File: src/rtl/cnn_pkg.sv
// Shared CNN pipeline types and defaults, common to convolution and max_pool_2x2.
package cnn_pkg;

    localparam int unsigned DEFAULT_WORD_SIZE    = 8;
    localparam int unsigned DEFAULT_ROW_SIZE     = 540;
    localparam int unsigned DEFAULT_IMAGE_HEIGHT = 360;

    typedef logic [DEFAULT_WORD_SIZE-1:0] pixel_t;

    function automatic pixel_t pixel_max(input pixel_t a, input pixel_t b);
        return (a > b) ? a : b;
    endfunction

    // Counter width that never collapses to zero bits for tiny test geometries.
    function automatic int unsigned clog2_min(input int unsigned n, input int unsigned floor_w);
        int unsigned w;
        w = $clog2(n);
        return (w < floor_w) ? floor_w : w;
    endfunction

endpackage

File: src/rtl/pool_line_buffer.sv
// Half-row line buffer for max_pool_2x2: simple dual-port RAM with one write port and one
// synchronous read port whose output register holds until the next read.
module pool_line_buffer #(
    parameter int unsigned WORD_SIZE = 8,
    parameter int unsigned DEPTH     = 270,
    parameter int unsigned ADDR_W    = 9
) (
    input  logic                 clk_i,
    input  logic                 we_i,
    input  logic [ADDR_W-1:0]    waddr_i,
    input  logic [WORD_SIZE-1:0] wdata_i,
    input  logic                 re_i,
    input  logic [ADDR_W-1:0]    raddr_i,
    output logic [WORD_SIZE-1:0] rdata_o
);

    logic [WORD_SIZE-1:0] mem_q [DEPTH];
    logic [WORD_SIZE-1:0] rdata_q;

    always_ff @(posedge clk_i) begin
        if (we_i) begin
            mem_q[waddr_i] <= wdata_i;
        end
        if (re_i) begin
            rdata_q <= mem_q[raddr_i];
        end
    end

    assign rdata_o = rdata_q;

endmodule

File: src/rtl/max_pool_2x2.sv
// Streaming 2x2 max-pooling stage. Define MAX_POOL_FRAME_DONE_EN to add the frameDone
// end-of-frame strobe. WORD_SIZE must match cnn_pkg::DEFAULT_WORD_SIZE (pixel_t).
module max_pool_2x2
    import cnn_pkg::*;
#(
    parameter int unsigned WORD_SIZE    = DEFAULT_WORD_SIZE,
    parameter int unsigned ROW_SIZE     = DEFAULT_ROW_SIZE,
    parameter int unsigned IMAGE_HEIGHT = DEFAULT_IMAGE_HEIGHT
) (
    input  logic                 clk,
    input  logic                 rst,
    input  logic [WORD_SIZE-1:0] inputPixel,
    input  logic                 inValid,
    output logic [WORD_SIZE-1:0] outputPixel,
`ifdef MAX_POOL_FRAME_DONE_EN
    output logic                 frameDone,
`endif
    output logic                 outValid
);

    localparam int unsigned COL_W  = clog2_min(ROW_SIZE, 2);
    localparam int unsigned ROW_W  = clog2_min(IMAGE_HEIGHT, 1);
    localparam int unsigned ADDR_W = COL_W - 1;

    logic [COL_W-1:0]     col_q, col_d;
    logic [ROW_W-1:0]     row_q, row_d;
    logic [WORD_SIZE-1:0] hold_q, hold_d;
    logic [WORD_SIZE-1:0] out_q, out_d;
    logic                 out_valid_q, out_valid_d;
    logic                 frame_done_q, frame_done_d;

    logic                 accept;
    logic                 last_col, last_row;
    logic                 lb_we, lb_re;
    logic [ADDR_W-1:0]    lb_addr;
    logic [WORD_SIZE-1:0] lb_wdata, lb_rdata;

    // Reset wins over a simultaneous accept, so the pixel is dropped.
    assign accept   = inValid && !rst;
    assign last_col = (col_q == COL_W'(ROW_SIZE - 1));
    assign last_row = (row_q == ROW_W'(IMAGE_HEIGHT - 1));
    assign lb_addr  = col_q[COL_W-1:1];
    assign lb_wdata = pixel_max(hold_q, inputPixel);
    assign lb_we    = accept && !row_q[0] && col_q[0];
    assign lb_re    = accept && row_q[0] && !col_q[0];

    always_comb begin
        col_d        = col_q;
        row_d        = row_q;
        hold_d       = hold_q;
        out_d        = out_q;
        out_valid_d  = 1'b0;
        frame_done_d = 1'b0;
        if (accept) begin
            if (!col_q[0]) begin
                hold_d = inputPixel;
            end else if (row_q[0]) begin
                out_d        = pixel_max(lb_rdata, pixel_max(hold_q, inputPixel));
                out_valid_d  = 1'b1;
                frame_done_d = last_row && last_col;
            end
            if (last_col) begin
                col_d = '0;
                row_d = last_row ? '0 : row_q + 1'b1;
            end else begin
                col_d = col_q + 1'b1;
            end
        end
    end

    always_ff @(posedge clk) begin
        if (rst) begin
            col_q        <= '0;
            row_q        <= '0;
            hold_q       <= '0;
            out_q        <= '0;
            out_valid_q  <= 1'b0;
            frame_done_q <= 1'b0;
        end else begin
            col_q        <= col_d;
            row_q        <= row_d;
            hold_q       <= hold_d;
            out_q        <= out_d;
            out_valid_q  <= out_valid_d;
            frame_done_q <= frame_done_d;
        end
    end

    pool_line_buffer #(
        .WORD_SIZE (WORD_SIZE),
        .DEPTH     (ROW_SIZE / 2),
        .ADDR_W    (ADDR_W)
    ) u_line_buffer (
        .clk_i   (clk),
        .we_i    (lb_we),
        .waddr_i (lb_addr),
        .wdata_i (lb_wdata),
        .re_i    (lb_re),
        .raddr_i (lb_addr),
        .rdata_o (lb_rdata)
    );

    assign outputPixel = out_q;
    assign outValid    = out_valid_q;

`ifdef MAX_POOL_FRAME_DONE_EN
    assign frameDone = frame_done_q;
`else
    logic unused_frame_done;
    assign unused_frame_done = frame_done_q;
`endif

endmodule

File: config.mk
export PLATFORM = sky130hd
export DESIGN_NAME = max_pool_2x2
export DESIGN_NICKNAME = d
export VERILOG_FILES = /design/src/rtl/cnn_pkg.sv /design/src/rtl/pool_line_buffer.sv /design/src/rtl/max_pool_2x2.sv
export SDC_FILE = /design/constraint.sdc
export NUM_CORES = 2
export LEC_CHECK = 0
export ABC_AREA = 1
export BUFFER_PORTS_ARGS = -buffer_cell sky130_fd_sc_hd__buf_2
export CELL_PAD_IN_SITES_DETAIL_PLACEMENT = 1
export CELL_PAD_IN_SITES_GLOBAL_PLACEMENT = 2
export CORE_AREA = 2 2 446 448
export DETAILED_ROUTE_END_ITERATION = 8
export DIE_AREA = 0 0 448 450
export GPL_TIMING_DRIVEN = 0
export PLACE_DENSITY_LB_ADDON = 0.1
export SETUP_SLACK_MARGIN = 0.5
export SLEW_MARGIN = 20
export SYNTH_ARGS = -nofsm -noshare
export SYNTH_HDL_FRONTEND = slang
export SYNTH_HIERARCHICAL = 1
export SYNTH_SLANG_ARGS = --single-unit
File: constraint.sdc
create_clock -name clk -period 14.3 [get_ports clk]
set_clock_uncertainty 0.2 [all_clocks]
set_input_delay 0.715 -clock clk [delete_from_list [all_inputs] [get_ports clk]]
set_output_delay 0.715 -clock clk [all_outputs]
set_load 0.1 [all_outputs]
# After elaboration in Yosys (flattened, before gate mapping)
# Memory sizes are Yosys's and may differ from the RTL's. A register that Yosys moved wholly into a read port is not among the register bits.
# Index checks and enable logic that the tools add are counted.
dict set report word_totals {
  regBits 36
  mem_bits_rw 2160
  in_bits 11
  elab_cells 33
  n_memories 1
}
dict set report classes {
  addsub 2
  order_cmp 2
  n_eq_ne 2
  n_mux 7
  bitwise_logic 2
  reduce_logical 12
}
# memory depth width rd rd_ports_with_merged_regs wr line_no
set mem_list {}
lappend mem_list {u_line_buffer.mem_q 270 8 1 1 1 pool_line_buffer.sv:17} ;# logic [WORD_SIZE-1:0] mem_q [DEPTH];
# operator count
set op_table {}
lappend op_table {{> comparator 8 bit} 2}
lappend op_table {{2-to-1 mux 8 bit} 2}
lappend op_table {{adder 10 x 1 -> 10 bit, second input constant} 1}
lappend op_table {{equality test 10 bit, second input constant} 1}
lappend op_table {{2-to-1 mux 10 bit} 1}
lappend op_table {{adder 9 x 1 -> 9 bit, second input constant} 1}
lappend op_table {{equality test 9 bit, second input constant} 1}
lappend op_table {{2-to-1 mux 9 bit} 1}
lappend op_table {{logical AND 1 bit} 5}
lappend op_table {{AND reduction 2 bit} 2}
lappend op_table {{zero test 1 bit} 3}
lappend op_table {{2-to-1 mux 1 bit} 3}
lappend op_table {{AND reduction 3 bit} 1}
lappend op_table {{OR reduction 3 bit} 1}
lappend op_table {{inverter 1 bit} 2}

# Logic depth before layout (Yosys ltp)
dict set report depth {
  ltp_word 6
  ltp_mapped 24
  ltp_nobuf 24
}

# By module
# Netlist, hierarchy kept.
# mod n_inst cells_per_inst area_per_inst_um2 seq_area_each_um2
set by_module_without_submodules {}
lappend by_module_without_submodules {pool_line_buffer 1 7298 87789.2 65102.4}
lappend by_module_without_submodules {max_pool_2x2 1 329 2283.4 720.7}

# Worst setup path after synthesis
# No wires, ideal clock.
dict set report synth_path {
  path_kind {input -> register}
  startpoint {input inputPixel[7]}
  endpoint {register out_q[0], in the netlist outputPixel[0]}
  t_arrival_ps 6451
  required_ps 14029
  path_slack_ps 7578
  stages 20
  n_path_buf 0
  path_cell_list {inv_1 > ha_1 > nand2_1 > nor2_1 > nand2_1 > nand2_2 > nand2_2 > nand2_1 > and2_1 > ha_1 > inv_1 > nand2_1 > nand2_1 > nand2_1 > nand2_1 > nand2_1 > nand2_1 > nand2_1 > nand3_1 > a21oi_1}
}
dict set report synth_via {
  elab_chain_len 4
}
# element line_no
set synth_lines {}
lappend synth_lines {{from (decl)} max_pool_2x2.sv:12} ;# input logic [WORD_SIZE-1:0] inputPixel,
lappend synth_lines {{> comparator 8 bit *} n/a}
lappend synth_lines {{2-to-1 mux 8 bit *} n/a}
lappend synth_lines {{via lb_wdata[0]} max_pool_2x2.sv:36} ;# logic [WORD_SIZE-1:0] lb_wdata, lb_rdata;
lappend synth_lines {{> comparator 8 bit} cnn_pkg.sv:11} ;# return (a > b) ? a : b;
lappend synth_lines {{2-to-1 mux 8 bit *} cnn_pkg.sv:11}
lappend synth_lines {{to (signal assigned)} max_pool_2x2.sv:83} ;# out_q <= out_d;
lappend synth_lines {{to (decl)} max_pool_2x2.sv:28} ;# logic [WORD_SIZE-1:0] out_q, out_d;
# The timed path passes the listed nets; every way through them passes the cells marked *.
# A chain may end at the register's enable or synchronous reset.

==> flow_summary.toml <==
[status]
status = "completed"

[pwr]
p_int_mw = 10.60
switching_share = 0.2248
switchingPower_mw = 3.074
vdd_drop_max_mv = 0.1106
power_density_nw_per_um2 = 134.3
combPwrFrac = 0.049
leakage_nw = 35.43
p_total_mw = 13.67
power_frac_seq = 0.534
clkPwrFrac = 0.417

[route]
avgViaCountPerCell = 6.353
drt_pass1_iterations = 6
vias = 68375
drc = 0
drt_wl_total_um = 391400
dr.first_iter.drc_count = 9910
detail-route-antenna-nets = 0
wire_per_inst_um = 36.37

[global_routing]
grt_usage = 0.3836
antenna_found_initial = 19
grt_pass1_vias = 64973
grt_max_degree = 111
grt_pass1_wl_um = 528800
overflow = 0

[placed_design]
gp_congestion = 0.9723
dp_hpwl_um = 269800
placed_area_um2 = 94710
place_ws_ns = 9.229
dp_cells = 10327
io_buffers = 18

[clocking]
clock_latency_ns = 0.88
cts-root-buf = "clkbuf_16"
htree_levels = 4
cts_num_sinks = 2204
path_clk_slew_ns = 0.06
cts_tree = "done"
cts_resized = 0
max-clock-path-buffers = 3
numCtsBuffers = 230
cts_post_setup_buffers_inserted = 0

[floorplan]
io_pins = 20
initial_utilization = 0.4581
dieArea_um2 = 201600
dieWidth_um = 448
row_count = 163
core_area_um2 = 196600
die-height_um = 450

[synth]
ys_warn_count = 6
syn_nets = 7656
synth_cells = 7627
synth_flop_cell = "edfxtp_1"
ys_ff_latch = 2204
yosysSeqAreaShare = 0.7308
post_synth.cell_area_avg_um2 = 11.81
async_reset_ff_frac = 0
synth-edff-count = 2168
synth_cell_types = 43
synth_area_um2 = 90070

[setup_path]
crit_required_ns = 14.72
r2r_slack_ns = 9.13
crit_chain = "buf_2 -> buf_2 -> clkbuf_1 -> nand3_1 -> nand3_1 -> nand3_1 -> nand3_1 -> nand3_1 -> nand3_1 -> nand3_1 -> nand3_1 -> nand2_1"
critPathMaxFanout = 10
critPathMaxStageDelay_ns = 1.00
critical_path_arrival_ns = 5.59
setup.worst_path.class = "flop to flop"
end_kind = "flop"
cpMaxStageDelayCell = "clkbuf_1"
cp_top_family = "simple AND/OR/NAND/NOR gates"
crit_path_start_kind = "flop"
critical_path_buf_inv_count = 3
crit_path_frequent_cell = "nand3_1"

[finish]
fillers = 20501
seqCellArea_um2 = 65820
mostFrequentLayoutCells = "2,168 x edfxtp_1, 2,165 x nand2_1, 2,083 x nand3_1"
multi_input_area_um2 = 21440
layout_commonest_cell = "edfxtp_1"
fin_nets = 7958
syn_to_final_growth_pct = 13.05
post-route-util = 0.5180
layout-drive-gt1-share = 0.1005
final_area_um2 = 101800
finalNonFillerCells = 10763

[sta]
timing.slew.headroom = 0.09473
drv_slew = 0
fin_ws_ns = 9.130
fin_hold_ws_ns = 0.3003
hold_viol = 0
period_needed_ns = 5.170
tightestPinTransition_ns = 1.355
tns_ns = 0
max_freq_ghz = 0.1934
period_share = 0.3616
setup_viol = 0
rsz0062_at_grt = "false"

[flow_run]
maxCapViolCount = 0

[worst_hold_path]
hp-class = "flop to flop"
==> worst paths after layout <==
kind / cells after the start / startpoint / endpoint
setup / recovery: 12 / col_q[2] / u_line_buffer/rdata_o[3]
hold / removal: 2 / hold_q[0] / hold_q[0]
setup reg to reg: 12 / col_q[2] / u_line_buffer/rdata_o[3]
hold reg to reg: 2 / hold_q[0] / hold_q[0]
==> layer usage <==
metal / vias up / GRT usage / wire [µm]
met5: - / 0 / 53
met3: 780 / 0.08350 / 44280
met4: 10 / 0.1709 / 19840
met2: 4260 / 0.5677 / 171500
li1: 27768 / - / -
met1: 35557 / 0.5439 / 155800
==> kinds of logic (layout without fill, tap and decap cells) <==
| logic type | count (synthesis) | count (layout) | share of synthesized area |
|---|---|---|---|
| AND/OR/NAND/NOR | 4650 | 4650 | 0.2243 |
| flip-flops | 2204 | 2204 | 0.7308 |
| buffers and inverters | 597 | 1082 | 0.03246 |
| AO/OA/AOI/OAI | 152 | 152 | 0.009404 |
| adder cells (fa/ha/maj) | 18 | 18 | 0.002500 |
| XOR/XNOR | 6 | 6 | 0.0005834 |
| other | 0 | 11 | 0 |
==> layout make-up <==
type                            count  share of cell area
Antenna cell                       11           0.0002703
Buffer                            510             0.02586
Clock buffer                      298             0.06069
Clock inverter                    117            0.007864
Inverter                           87            0.003748
Multi-Input combinational cell   4826              0.2105
Sequential cell                  2204              0.6464
Tap cell                         2640             0.03244
Timing Repair Buffer               70             0.01221
==> cells in the mapped netlist (24+ instances only) <==
| library cell | instances | share of area |
|---|---|---|
| a21oi_1 | 24 | 0.0013 |
| buf_1 | 42 | 0.0018 |
| buf_2 | 277 | 0.015 |
| buf_4 | 60 | 0.0050 |
| clkbuf_1 | 117 | 0.0049 |
| dfxtp_1 | 36 | 0.0080 |
| edfxtp_1 | 2168 | 0.72 |
| inv_1 | 80 | 0.0033 |
| nand2_1 | 2177 | 0.091 |
| nand3_1 | 2083 | 0.12 |
| nor2_1 | 354 | 0.015 |
| o21ai_0 | 71 | 0.0039 |
==> tightest hold or removal path, cell delays in order (launching register included) <==
cell     delay (ns)
dfxtp_1        0.33
nand3_1        0.07
o21ai_0        0.06
==> timing repair <==
item                                    4_1_cts  5_1_grt
endpoints found under the setup margin        0        0
hold endpoints to repair                     16        0
hold buffers                                 10        0
==> power groups by stage <==
stage / clock [mW] / sequential (mW) / combinational, mW
finish: 5.70 / 7.30 / 0.667
global route: 5.97 / 7.30 / 0.688
CTS: 5.74 / 7.30 / 0.653
detailed placement: 0 / 7.43 / 0.650
global placement: 0 / 7.63 / 0.564
floorplan: 0 / 7.50 / 0.268
==> sequential cells by signal, indices dropped and copies added, names as in the netlist <==
register and flops:
u_line_buffer/mem_q 2160, col_q 10, row_q 9, hold_q 8
outputPixel 8, u_line_buffer/rdata_o 8, outValid 1
Note: power is estimated with default switching activity, not from simulation.
